## src/rtl/axi_mem_scheduler.sv

```systemverilog
// axi_mem_scheduler: shares a single-port word buffer between queued slave writes and read bursts,
// returning read data one beat at a time. Writes have priority over reads at the memory port.
// Ports: clk, reset (async, active-low); wr_req/wr_addr/wr_data write pulse in;
// rd_req/rd_addr/rd_burst read request in; send/MDATA_out/send_done beat handshake;
// mem_en/mem_we/mem_addr/mem_wdata/mem_rdata memory port; busy, wr_overflow, rd_drop status.
// Optional build macro SCHED_TIMEOUT_EN adds the RD_ACK timeout and the sticky rd_timeout output.
module axi_mem_scheduler #(
  parameter int WQ_DEPTH = 4,
  parameter int ADDR_W   = 6,
  parameter int TIMEOUT  = 64
) (
  input  logic              clk,
  input  logic              reset,
  input  logic              wr_req,
  input  logic [7:0]        wr_addr,
  input  logic [31:0]       wr_data,
  input  logic              rd_req,
  input  logic [7:0]        rd_addr,
  input  logic [3:0]        rd_burst,
  input  logic              send_done,
  output logic              send,
  output logic [31:0]       MDATA_out,
  output logic              mem_en,
  output logic              mem_we,
  output logic [ADDR_W-1:0] mem_addr,
  output logic [31:0]       mem_wdata,
  input  logic [31:0]       mem_rdata,
  output logic              busy,
  output logic              wr_overflow,
`ifdef SCHED_TIMEOUT_EN
  output logic              rd_timeout,
`endif
  output logic              rd_drop
);

  localparam int PW = $clog2(WQ_DEPTH);

  typedef enum logic [1:0] {
    S_IDLE, S_RD_ISSUE, S_RD_DATA, S_RD_ACK
  } state_t;

  state_t            r_state;
  logic [ADDR_W-1:0] r_wq_addr [WQ_DEPTH];
  logic [31:0]       r_wq_data [WQ_DEPTH];
  logic [PW-1:0]     r_wptr;
  logic [PW-1:0]     r_rptr;
  logic [PW:0]       r_count;
  logic [ADDR_W-1:0] r_addr;
  logic [3:0]        r_beats;
`ifdef SCHED_TIMEOUT_EN
  localparam int TW = $clog2(TIMEOUT + 1);
  logic [TW-1:0]     r_tmo;
`endif

  logic w_full;
  logic w_deq;
  logic w_enq;

  assign w_full = (r_count == (PW+1)'(WQ_DEPTH));
  // RD_DATA samples the read data, so the port must stay quiet there
  assign w_deq  = (r_count != '0) && (r_state != S_RD_DATA);
  // a full queue still accepts when the head leaves in the same cycle
  assign w_enq  = wr_req && (!w_full || w_deq);

  always_ff @(posedge clk) begin
    if (w_enq) begin
      r_wq_addr[r_wptr] <= ADDR_W'(wr_addr[7:2]);
      r_wq_data[r_wptr] <= wr_data;
    end
  end

  always_ff @(posedge clk or negedge reset) begin
    if (!reset) begin
      r_state     <= S_IDLE;
      r_wptr      <= '0;
      r_rptr      <= '0;
      r_count     <= '0;
      r_addr      <= '0;
      r_beats     <= '0;
      send        <= 1'b0;
      MDATA_out   <= '0;
      mem_en      <= 1'b0;
      mem_we      <= 1'b0;
      mem_addr    <= '0;
      mem_wdata   <= '0;
      busy        <= 1'b0;
      wr_overflow <= 1'b0;
      rd_drop     <= 1'b0;
`ifdef SCHED_TIMEOUT_EN
      r_tmo       <= '0;
      rd_timeout  <= 1'b0;
`endif
    end else begin
      if (w_enq) r_wptr <= r_wptr + PW'(1);
      if (w_deq) r_rptr <= r_rptr + PW'(1);
      r_count <= r_count + (PW+1)'(w_enq) - (PW+1)'(w_deq);
      if (wr_req && !w_enq) wr_overflow <= 1'b1;
      if (rd_req && (r_state != S_IDLE)) rd_drop <= 1'b1;

      send   <= 1'b0;
      mem_en <= 1'b0;
      mem_we <= 1'b0;
      if (w_deq) begin
        mem_en    <= 1'b1;
        mem_we    <= 1'b1;
        mem_addr  <= r_wq_addr[r_rptr];
        mem_wdata <= r_wq_data[r_rptr];
      end

      case (r_state)
        S_IDLE: begin
          if (rd_req) begin
            r_addr  <= ADDR_W'(rd_addr[7:2]);
            r_beats <= (rd_burst == 4'd0) ? 4'd1 : rd_burst;
            r_state <= S_RD_ISSUE;
            busy    <= 1'b1;
          end
        end
        S_RD_ISSUE: begin
          // only an empty queue frees the port, so queued writes land first
          if (r_count == '0) begin
            mem_en   <= 1'b1;
            mem_we   <= 1'b0;
            mem_addr <= r_addr;
            r_state  <= S_RD_DATA;
          end
        end
        S_RD_DATA: begin
          MDATA_out <= mem_rdata;
          send      <= 1'b1;
          r_addr    <= r_addr + ADDR_W'(1);
          r_beats   <= r_beats - 4'd1;
          r_state   <= S_RD_ACK;
        end
        S_RD_ACK: begin
          if (send_done) begin
            r_state <= (r_beats == 4'd0) ? S_IDLE : S_RD_ISSUE;
            busy    <= (r_beats != 4'd0);
`ifdef SCHED_TIMEOUT_EN
            r_tmo   <= '0;
          end else if (r_tmo == TW'(TIMEOUT - 1)) begin
            r_tmo      <= '0;
            r_state    <= S_IDLE;
            busy       <= 1'b0;
            rd_timeout <= 1'b1;
          end else begin
            r_tmo <= r_tmo + TW'(1);
`endif
          end
        end
        default: r_state <= S_IDLE;
      endcase
    end
  end

endmodule
```

## config.mk

```make
export PLATFORM = sky130hd
export DESIGN_NAME = axi_mem_scheduler
export DESIGN_NICKNAME = d
export VERILOG_FILES = /design/src/rtl/axi_mem_scheduler.sv
export SDC_FILE = /design/constraint.sdc
export NUM_CORES = 1
export LEC_CHECK = 0
export BUFFER_PORTS_ARGS = -buffer_cell sky130_fd_sc_hd__buf_2
export CAP_MARGIN = 30
export CELL_PAD_IN_SITES_DETAIL_PLACEMENT = 2
export CELL_PAD_IN_SITES_GLOBAL_PLACEMENT = 2
export CORE_ASPECT_RATIO = 2
export CORE_MARGIN = 4
export CORE_UTILIZATION = 43
export DETAILED_ROUTE_END_ITERATION = 8
export PLACE_DENSITY_LB_ADDON = 0.1
export SLEW_MARGIN = 40
export SYNTH_ARGS = -nofsm -noshare
export SYNTH_HDL_FRONTEND = slang
export SYNTH_SLANG_ARGS = --single-unit
```

## constraint.sdc

```tcl
create_clock -name clk -period 5.8 [get_ports clk]
set_input_delay 0 -clock clk [delete_from_list [all_inputs] [get_ports clk]]
set_output_delay 0 -clock clk [all_outputs]
set_load 0.01 [all_outputs]
```

# Word level (Yosys, flattened, before mapping)
# Memories as Yosys holds them, arrays and structs flattened. A register that Yosys moved wholly into a read port is not among the register bits.
# Cells that the tools add are included.
[word_totals] register_bits=63 ramBits=152 inputBits=89 out_inout_bits=76 word_cells=74 memories=2
[mem_list] name="r_wq_data" words=4 width=32 read_ports=1 rd_ports_with_merged_regs=1 wr=1 line_no="44" rtl="logic [31:0] r_wq_data [WQ_DEPTH];"
[mem_list] name="r_wq_addr" words=4 width=6 read_ports=1 rd_ports_with_merged_regs=0 wr=1 line_no="43" rtl="logic [ADDR_W-1:0] r_wq_addr [WQ_DEPTH];"
[classes] n_addsub=6 n_eq_ne=8 n_mux=24 n_reduce_logical=20
[op_table] cell="6-bit 2-to-1 mux" n=4
[op_table] cell="6-bit case mux with 2 select lines" n=1
[op_table] cell="1-bit 2-to-1 mux" n=11
[op_table] cell="4-bit logical NOT" n=2
[op_table] cell="4-bit 2-to-1 mux" n=2
[op_table] cell="2-bit != test, second input constant" n=4
[op_table] cell="2-bit case mux with 4 select lines" n=1
[op_table] cell="4-bit case mux with 2 select lines" n=1
[op_table] cell="6-bit by 1-bit adder with 6-bit output, second input constant" n=1
[op_table] cell="2-bit 2-to-1 mux" n=3
[op_table] cell="3-bit AND reduction" n=2
[op_table] cell="2-bit nonzero test" n=3
[op_table] cell="2-bit by 1-bit adder with 2-bit output, second input constant" n=2
[op_table] cell="2-bit == test, second input constant" n=2
[op_table] cell="1-bit logical AND" n=4
[op_table] cell="4-bit nonzero test" n=1
[op_table] cell="4-bit by 1-bit subtractor with 4-bit output, second input constant" n=1
[op_table] cell="3-bit by 1-bit adder with 3-bit output" n=1
[op_table] cell="3-bit == test, second input constant" n=1
[op_table] cell="1-bit logical NOT" n=3
[op_table] cell="3-bit logical NOT" n=1
[op_table] cell="3-bit nonzero test" n=1
[op_table] cell="3-bit by 1-bit subtractor with 3-bit output" n=1
[op_table] cell="2-bit by 1-bit == test with 1-bit output, second input constant" n=1
[op_table] cell="4 further kinds" n=4

# Longest topological paths before layout
# Gate-level depths: netlist (run 1).
[depth] word_depth=6 ltp_mapped=11 depth_no_buf=10

# Worst setup path before layout (run 1)
# Ideal clock, no wire load.
[synth_path] path_kind="register to register" startpoint="register r_count[2]" endpoint="register r_count[2]" setup_ns=0.123 arrival_ns=2.099 t_required_ns=5.677 slack_ns=3.579 stages_incl_launch_ff=10 n_path_buf=1 synth_period_minus_slack_ns=2.221 path_cell_list="dfrtp_1 -> or3_4 -> nand2_4 -> inv_2 -> buf_2 -> ha_1 -> inv_1 -> ha_1 -> fa_1 -> xnor2_1"
[synth_via] elab_chain_cells=6 word_cells_on_any_way=8 cone_classes="add/sub (2); eq/ne (1); reduce/logical (5)"
[synth_rtl] element="start: declaration" line_no="47" rtl="logic [PW:0] r_count;"
[synth_rtl] element="start signal: assignment" line_no="96" rtl="r_count <= r_count + (PW+1)'(w_enq) - (PW+1)'(w_deq);"
[synth_rtl] element="3-bit == test / 3-bit nonzero test (equally long branches)" line_no="59, 61"
[synth_rtl] element="1-bit logical NOT / 1-bit logical AND (equally long branches)" line_no="63, 61"
[synth_rtl] element="1-bit logical OR" line_no="63" rtl="assign w_enq = wr_req && (!w_full || w_deq);"
[synth_rtl] element="1-bit logical AND" line_no="63"
[synth_rtl] element="3-bit by 1-bit adder with 3-bit output" line_no="96"
[synth_rtl] element="3-bit by 1-bit subtractor with 3-bit output (*)" line_no="96"
# Every way passes the cells marked *; elsewhere a longest branch is shown, timed or not.
# A chain may end at the register's enable or synchronous reset.

# Worst setup path in the final report (run 1)
[layout_path] startpoint="register r_state[0]" endpoint="register r_count[2]"
[layout_via] elab_chain_cells=6
[layout_rtl] element="start: declaration" line_no="42" rtl="state_t r_state;"
[layout_rtl] element="start signal: assignment" line_no="137" rtl="r_state <= (r_beats == 4'd0) ? S_IDLE : S_RD_ISSUE;"
[layout_rtl] element="2-bit != test (*)" line_no="61" rtl="assign w_deq = (r_count != '0) && (r_state != S_RD_DATA);"
[layout_rtl] element="1-bit logical AND (*)" line_no="61"
[layout_rtl] element="1-bit logical OR" line_no="63"
[layout_rtl] element="1-bit logical AND" line_no="63"
[layout_rtl] element="3-bit by 1-bit adder with 3-bit output" line_no="96"
[layout_rtl] element="3-bit by 1-bit subtractor with 3-bit output (*)" line_no="96"
# Marked as above.

==> impl_metrics.json, run 1 <==
{
  "status": "complete, no violations",
  "cts_tree": "yes",
  "tightest_slew_ns": 0.706,
  "syn_area_per_cell_um2": 16.5,
  "switching_power_mw": 2.28,
  "firstDrtPassIters": 4,
  "path_class": "register to register",
  "finalSetupViolCount": 0,
  "yosys.area_share.simple": 0.0715,
  "yosysWarnings": 0,
  "wl_met3_um": 914,
  "sw_frac_of_total": 0.344,
  "skew_ns": 0.0126,
  "worst-path-buf-inv": 4,
  "met2_length_um": 14800,
  "synth_compound_area_frac": 0.0314,
  "synth.distinct_cells": 38,
  "yosys-top-cells-area": "edfxtp_1, dfrtp_1, mux4_2",
  "die_area_mm2": 0.0249,
  "slew_violations": 0,
  "grt_pass1_vias": 6912,
  "first_iter_violations": 216,
  "r2r-start": "r_state[0]$_DFFE_PN0P_",
  "io_buffers": 160,
  "min_period_over_period": 0.523,
  "nets": 931,
  "rsz0062_at_grt": "no",
  "clk_latency_ns": 0.52,
  "hold_viol_final": 0,
  "cts_sinks": 247,
  "final_layout_size_suffix_gt1_frac": 0.335,
  "io_pins": 165,
  "wl_per_cell_um": 22.4,
  "cts_buffers": 23,
  "critPathArrivalTime_ns": 3.44,
  "crit_chain": "inv_1 -> ha_2 -> buf_4 -> nand3_1 -> and2_1 -> inv_1 -> ha_1 -> inv_1 -> ha_1 -> fa_1 -> xnor2_1",
  "clkTransAtPathRegs_ns": 0.07,
  "grtUsageTotal": 0.207,
  "die_h_um": 219,
  "p_seq_frac": 0.427,
  "area_growth_pct": 28.0,
  "cts_root_buffer": "clkbuf_16",
  "combPwrFrac": 0.341,
  "start_util": 0.434,
  "antenna_found_initial": 0,
  "finalSetupTns_ns": 0,
  "timing.fmax_mhz": 330,
  "cp_top_family": "adder cells",
  "grt_pass1_wl_um": 39100,
  "critPathLaunch": "r_state[0]$_DFFE_PN0P_",
  "m1WireLength_um": 8740,
  "grt_overflow_total": 0,
  "vias_per_cell": 5.24,
  "holdPathStages": 2,
  "num_antenna_cells": 0,
  "r2r_cells": 11,
  "internal_power_mw": 4.33,
  "die_x_um": 114,
  "powerDensity_mw_per_mm2": 539,
  "routed.top_layer": "met4",
  "cts_max_level": 1,
  "ys_seq_area_frac": 0.725,
  "grt_max_degree": 70,
  "p_leak_nw": 4.94,
  "synth_seq_cells": 247,
  "layout_commonest_cell": "buf_2",
  "postRouteAntennaNets": 0,
  "synthAdderAreaFrac": 0.0178,
  "post_cts_buffers": 0,
  "synth.area.mux_share": 0.128,
  "gp_congestion": 0.741,
  "cts_resized": 0,
  "drc_errors": 0,
  "maxCapViolCount": 0,
  "synth_top_family_by_area": "multiplexers",
  "wirelength_um": 25100,
  "hold_path.class": "input pin to register",
  "ir_drop_uv": 365,
  "hold_start": "wr_data[2]",
  "synthesis.area_mm2": 0.00958,
  "dp_hpwl_um": 14800,
  "path_depth": 11,
  "slowest_delay_ns": 0.52,
  "clk_path_buf_depth": 3,
  "fin_util": 0.555,
  "synth_top_area_share": 0.477,
  "crit_required_ns": 6.20,
  "synthXorXnorAreaFrac": 0.00457,
  "cp_max_fo": 50,
  "rows": 77,
  "cp-end-kind": "register",
  "synth_top_area_cell": "edfxtp_1",
  "min_period_ns": 3.03,
  "cp-start-kind": "register",
  "core_mm2": 0.0221,
  "cp_slowest_cell": "buf_4",
  "vias": 5876,
  "most-common-layout-cells": "buf_2, edfxtp_1, nand2_1",
  "path_common_cell": "inv_1",
  "p_clk_frac": 0.231,
  "relSlewSlack": 0.529,
  "netlist_instances": 581,
  "synthesis.nets": 683
}
-- worst register-to-register path, delay by kind of cell, from the launching register on --
family                   cells  cell delay (ns)
adder cells (fa/ha/maj)      4             0.89
buffers and inverters        4             0.77
AND/OR/NAND/NOR              2             0.68
flip-flops                   1             0.43
XOR/XNOR                     1             0.14
-- Yosys cell counts --
master and n:
a221oi_4 1, o21ai_0 11, o22ai_1 10, inv_2 1
nor3_2 3, a41o_1 1, buf_6 3, nand2_4 1
mux2i_1 1, nor2_1 8, fa_1 1, nor2b_1 1
or3_4 1, clkbuf_1 6, nand2_2 1, xor2_1 1
ha_1 12, a2bb2oi_1 1, buf_2 14, nand2b_1 1
nand2_1 112, o221ai_1 1, nand3_1 17, a21o_1 1
and3_1 6, xnor2_1 4, a32oi_1 1, edfxtp_1 152
mux2_2 32, nor3_1 4, dfrtp_1 95, buf_4 3
inv_1 15, nor3b_1 1, a21oi_1 12, o22a_1 6
and2_1 2, mux4_2 38
-- logic make-up (layout without fill, tap and decap cells) --
family | count (synthesis) | after routing
fa+ha+maj | 13 | 13
buf+inv | 42 | 306
flops | 247 | 247
compound gates | 45 | 45
xor+xnor | 5 | 5
mux | 71 | 71
simple gates | 158 | 158
-- state kept, by name, indices dropped and copies added, names as in the netlist --
name / flops
r_wq_data: 128
MDATA_out: 32
mem_wdata: 32
r_wq_addr: 24
mem_addr: 6
r_addr: 6
r_beats: 4
r_count: 3
r_rptr: 2
r_state: 2
r_wptr: 2
busy: 1
mem_en: 1
mem_we: 1
rd_drop: 1
send: 1
wr_overflow: 1
-- power groups by stage --
stage / clock (mW) / combinational, mW / sequential [mW]
global route: 1.66 / 2.48 / 2.89
floorplan: 0 / 1.43 / 2.83
finish: 1.53 / 2.26 / 2.82
global placement: 0 / 2.09 / 2.80
CTS: 1.58 / 2.30 / 2.83
detailed placement: 0 / 2.23 / 2.86
-- per-stage QoR --
step           cells  power [mW]  hold slack, ns  area, µm²  setup WS (ns)
2_1_floorplan    581        4.25          -0.296       9580           3.58
3_3_place_gp     994        4.89         -0.0651      10600           2.64
3_5_place_dp     994        5.09         -0.0506      10600           2.76
4_1_cts         1121        6.71           0.200      12300           2.73
5_1_grt         1121        7.04           0.241      12300           2.60
6_report        1121        6.61           0.245      12300           2.77
-- final timing paths --
check,endpoint,slack (ns)
max reg2reg,r_count[2]$_DFF_PN0_,2.77
min,r_wq_data[1][2]$_DFFE_PP_,0.24
max in group asynchronous,r_rptr[1]$_DFFE_PN0N_,4.53
min reg2reg,rd_drop$_DFFE_PN0P_,0.46
max,r_count[2]$_DFF_PN0_,2.77
min in group asynchronous,MDATA_out[3]$_DFFE_PN0P_,0.53
-- area by class of cell --
cell class	instances	area, µm²
repair buffers	249	1700
clock inverters	10	126
fillers	1995	9810
well taps	276	345
multi-input cells	292	2450
clock buffers	31	626
flip-flops and latches	247	6950
inverters	16	62.6
-- repair_timing --
| item | in CTS | in global routing |
|---|---|---|
| endpoints found under the setup margin | 0 | 0 |
| hold endpoints to repair | 296 | 0 |
| hold buffers | 86 | 0 |
-- per-layer routing --
layer / vias up / track usage
li1: 2636 / -
met1: 3057 / 0.215
met2: 144 / 0.414
met3: 39 / 0.0276
met4: 0 / 0.0678
met5: - / 0
(Power assumes the default switching activity.)
==> run 2, diff against run 1 <==
- ABC_AREA: unset -> 1
- CORE_UTILIZATION: 43 -> 36
- clock period: 5.8 -> 3.17 ns (I/O delays scaled with it)
==> impl_metrics.json, run 2 <==
{
  "status": "complete, no violations",
  "vias": 7394,
  "die_area_mm2": 0.0302,
  "synth_edf_count": 152,
  "crit_path_end": "r_beats[0]$_DFFE_PN0P_",
  "min_period_over_period": 0.927,
  "pre_cts_ws_ns": 0.525,
  "cts_tree": "yes",
  "reg_top3": "r_wq_data (128), MDATA_out (32), mem_wdata (32)",
  "seq_area_mm2": 0.00694,
  "yosysWarnings": 0,
  "cts_root_buffer": "clkbuf_16",
  "timing.fmax_mhz": 340,
  "finalSetupTns_ns": 0,
  "place_inst": 1370,
  "fillers": 2838,
  "rows": 85,
  "io_buffers": 160,
  "largest_register_ffs": 128,
  "grt_pass1_vias": 8473,
  "vias_per_cell": 4.93,
  "place_area_mm2": 0.0110,
  "slew_violations": 0,
  "wl_per_cell_um": 19.3,
  "die_h_um": 242,
  "cts_buffers": 25,
  "grt_pass1_wl_um": 46600,
  "layout_commonest_cell": "nor2_1",
  "cts_sinks": 247,
  "clk_latency_ns": 0.52,
  "die_x_um": 125,
  "r2r_cells": 8,
  "first_iter_violations": 335,
  "clk_path_buf_depth": 3,
  "post_cts_buffers": 0,
  "crit_required_ns": 3.57,
  "syn_area_per_cell_um2": 11.0,
  "synthesis.area_mm2": 0.00986,
  "clkTransAtPathRegs_ns": 0.06,
  "synthesis.nets": 994,
  "multi_input_area_mm2": 0.00256,
  "design_area_mm2": 0.0126,
  "grtUsageTotal": 0.192,
  "netlist_instances": 892,
  "drc_errors": 0,
  "whs_ns": 0.0312,
  "ir_drop_uv": 628,
  "tightest_slew_ns": 0.698,
  "nets": 1236,
  "regMostFlops": "r_wq_data",
  "skew_ns": 0.0124,
  "yosys-top-cells-area": "edfxtp_1, dfrtp_1, nor2_1",
  "area_growth_pct": 28.1,
  "timing.rr.end": "r_beats[0]$_DFFE_PN0P_",
  "postRouteAntennaNets": 0,
  "hold_viol_final": 0,
  "cp-end-kind": "register",
  "ys_seq_area_frac": 0.704,
  "start_util": 0.365,
  "fin_ws_ns": 0.230,
  "cp-start-kind": "register",
  "synth_top_area_share": 0.463,
  "dp_hpwl_um": 17300,
  "hold_path.class": "input pin to async pin",
  "finalSetupViolCount": 0,
  "synth.distinct_cells": 28,
  "core_mm2": 0.0270,
  "synth_top_cells_by_count": "nor2_1, nand2_1, edfxtp_1",
  "final_layout_size_suffix_gt1_frac": 0.194,
  "most-common-layout-cells": "nor2_1, nand2_1, buf_2",
  "cp_max_fo": 35,
  "synth_seq_cells": 247,
  "cts.hold.buffers_added": 85,
  "grt_max_degree": 78,
  "critPathArrivalTime_ns": 3.34,
  "rsz0062_at_grt": "no",
  "io_pins": 165,
  "min_period_ns": 2.94,
  "cts_max_level": 1,
  "grt_overflow_total": 0,
  "maxCapViolCount": 0,
  "synth_top_area_cell": "edfxtp_1",
  "post-synth-top-count-cell": "nor2_1",
  "firstDrtPassIters": 4,
  "cts_resized": 0,
  "powerDensity_mw_per_mm2": 988,
  "async_reset_ff_frac": 0.385,
  "wirelength_um": 29000,
  "synth_flop_cell": "edfxtp_1",
  "p_leak_nw": 5.31,
  "gp_congestion": 0.756,
  "antenna_found_initial": 0,
  "r2r-start": "r_state[0]$_DFFE_PN0P_",
  "path_class": "register to register",
  "relSlewSlack": 0.530,
  "critPathLaunch": "r_state[0]$_DFFE_PN0P_",
  "fin_cells": 1500,
  "reg2reg_slack_ns": 0.23
}
==> run 2: changes by cell type in the layout (fill, tap and decap cells not counted), moves of 28 or more <==
cell     before  now
nand2_1     112  159
o21ai_0      11   84
a21oi_1      12   40
mux4_2       38    0
nor2_1        8  224
mux2_2       32    0
==> run 2: cell families (layout without fill, tap and decap cells) <==
kind of cell    count (synthesis)  count (layout)  synth area share
simple gates                  415             415             0.164
flops                         247             247             0.704
compound gates                138             138            0.0716
buf+inv                        75             334            0.0394
fa+ha+maj                      13              13            0.0173
xor+xnor                        4               4           0.00356
other cells                     0               1                 0
==> run 2: final cells by class <==
type	count	share of cell area
multi-input cells	570	0.203
inverters	32	0.00951
clock buffers	35	0.0541
diodes	1	0.000198
repair buffers	258	0.145
well taps	348	0.0345
clock inverters	9	0.00377
flip-flops and latches	247	0.550
==> run 2: how the worst min path moves through the flow <==
stage           from                   endpoint  slack, ns  cells after the start
2_1_floorplan  reset   MDATA_out[0]$_DFFE_PN0P_      -0.30                      0
3_3_place_gp   reset  MDATA_out[14]$_DFFE_PN0P_       0.14                      1
3_5_place_dp   reset  MDATA_out[14]$_DFFE_PN0P_       0.14                      1
4_1_cts        reset  MDATA_out[14]$_DFFE_PN0P_       0.13                      2
5_1_grt        reset  MDATA_out[14]$_DFFE_PN0P_       0.07                      2
6_report       reset  MDATA_out[14]$_DFFE_PN0P_       0.03                      2
==> run 2: report_power, final <==
group | internal (mW) | switching [mW]
Sequential | 4.49 | 0.526
Combinational | 1.59 | 3.14
Clock | 1.50 | 1.22
Total | 7.58 | 4.89
==> run 2: per-stage QoR <==
step | utilization | total power [mW]
after detailed placement | 0.408 | 9.83
after global routing | 0.467 | 13.5
after CTS | 0.467 | 12.7
after floorplan | - | 8.00
after global placement | 0.408 | 9.59
final | 0.467 | 12.5
==> run 2: per-layer routing <==
| layer | vias up | track usage | part of all wire |
|---|---|---|---|
| li1 | 3439 | - | - |
| met1 | 3772 | 0.207 | 0.37 |
| met2 | 140 | 0.383 | 0.57 |
| met3 | 43 | 0.0214 | 0.029 |
| met4 | 0 | 0.0597 | 0.027 |
| met5 | - | 0 | 0 |
==> run 2: critical path, stage by stage (launching register included) <==
cell and delay (ns):
dfrtp_1 0.42, inv_1 0.11, ha_2 0.41, buf_4 0.43, nor2_1 0.13, nand2_1 0.08, dlygate4sd3_1 0.55, a31oi_1 0.08
dlygate4sd3_1 0.58
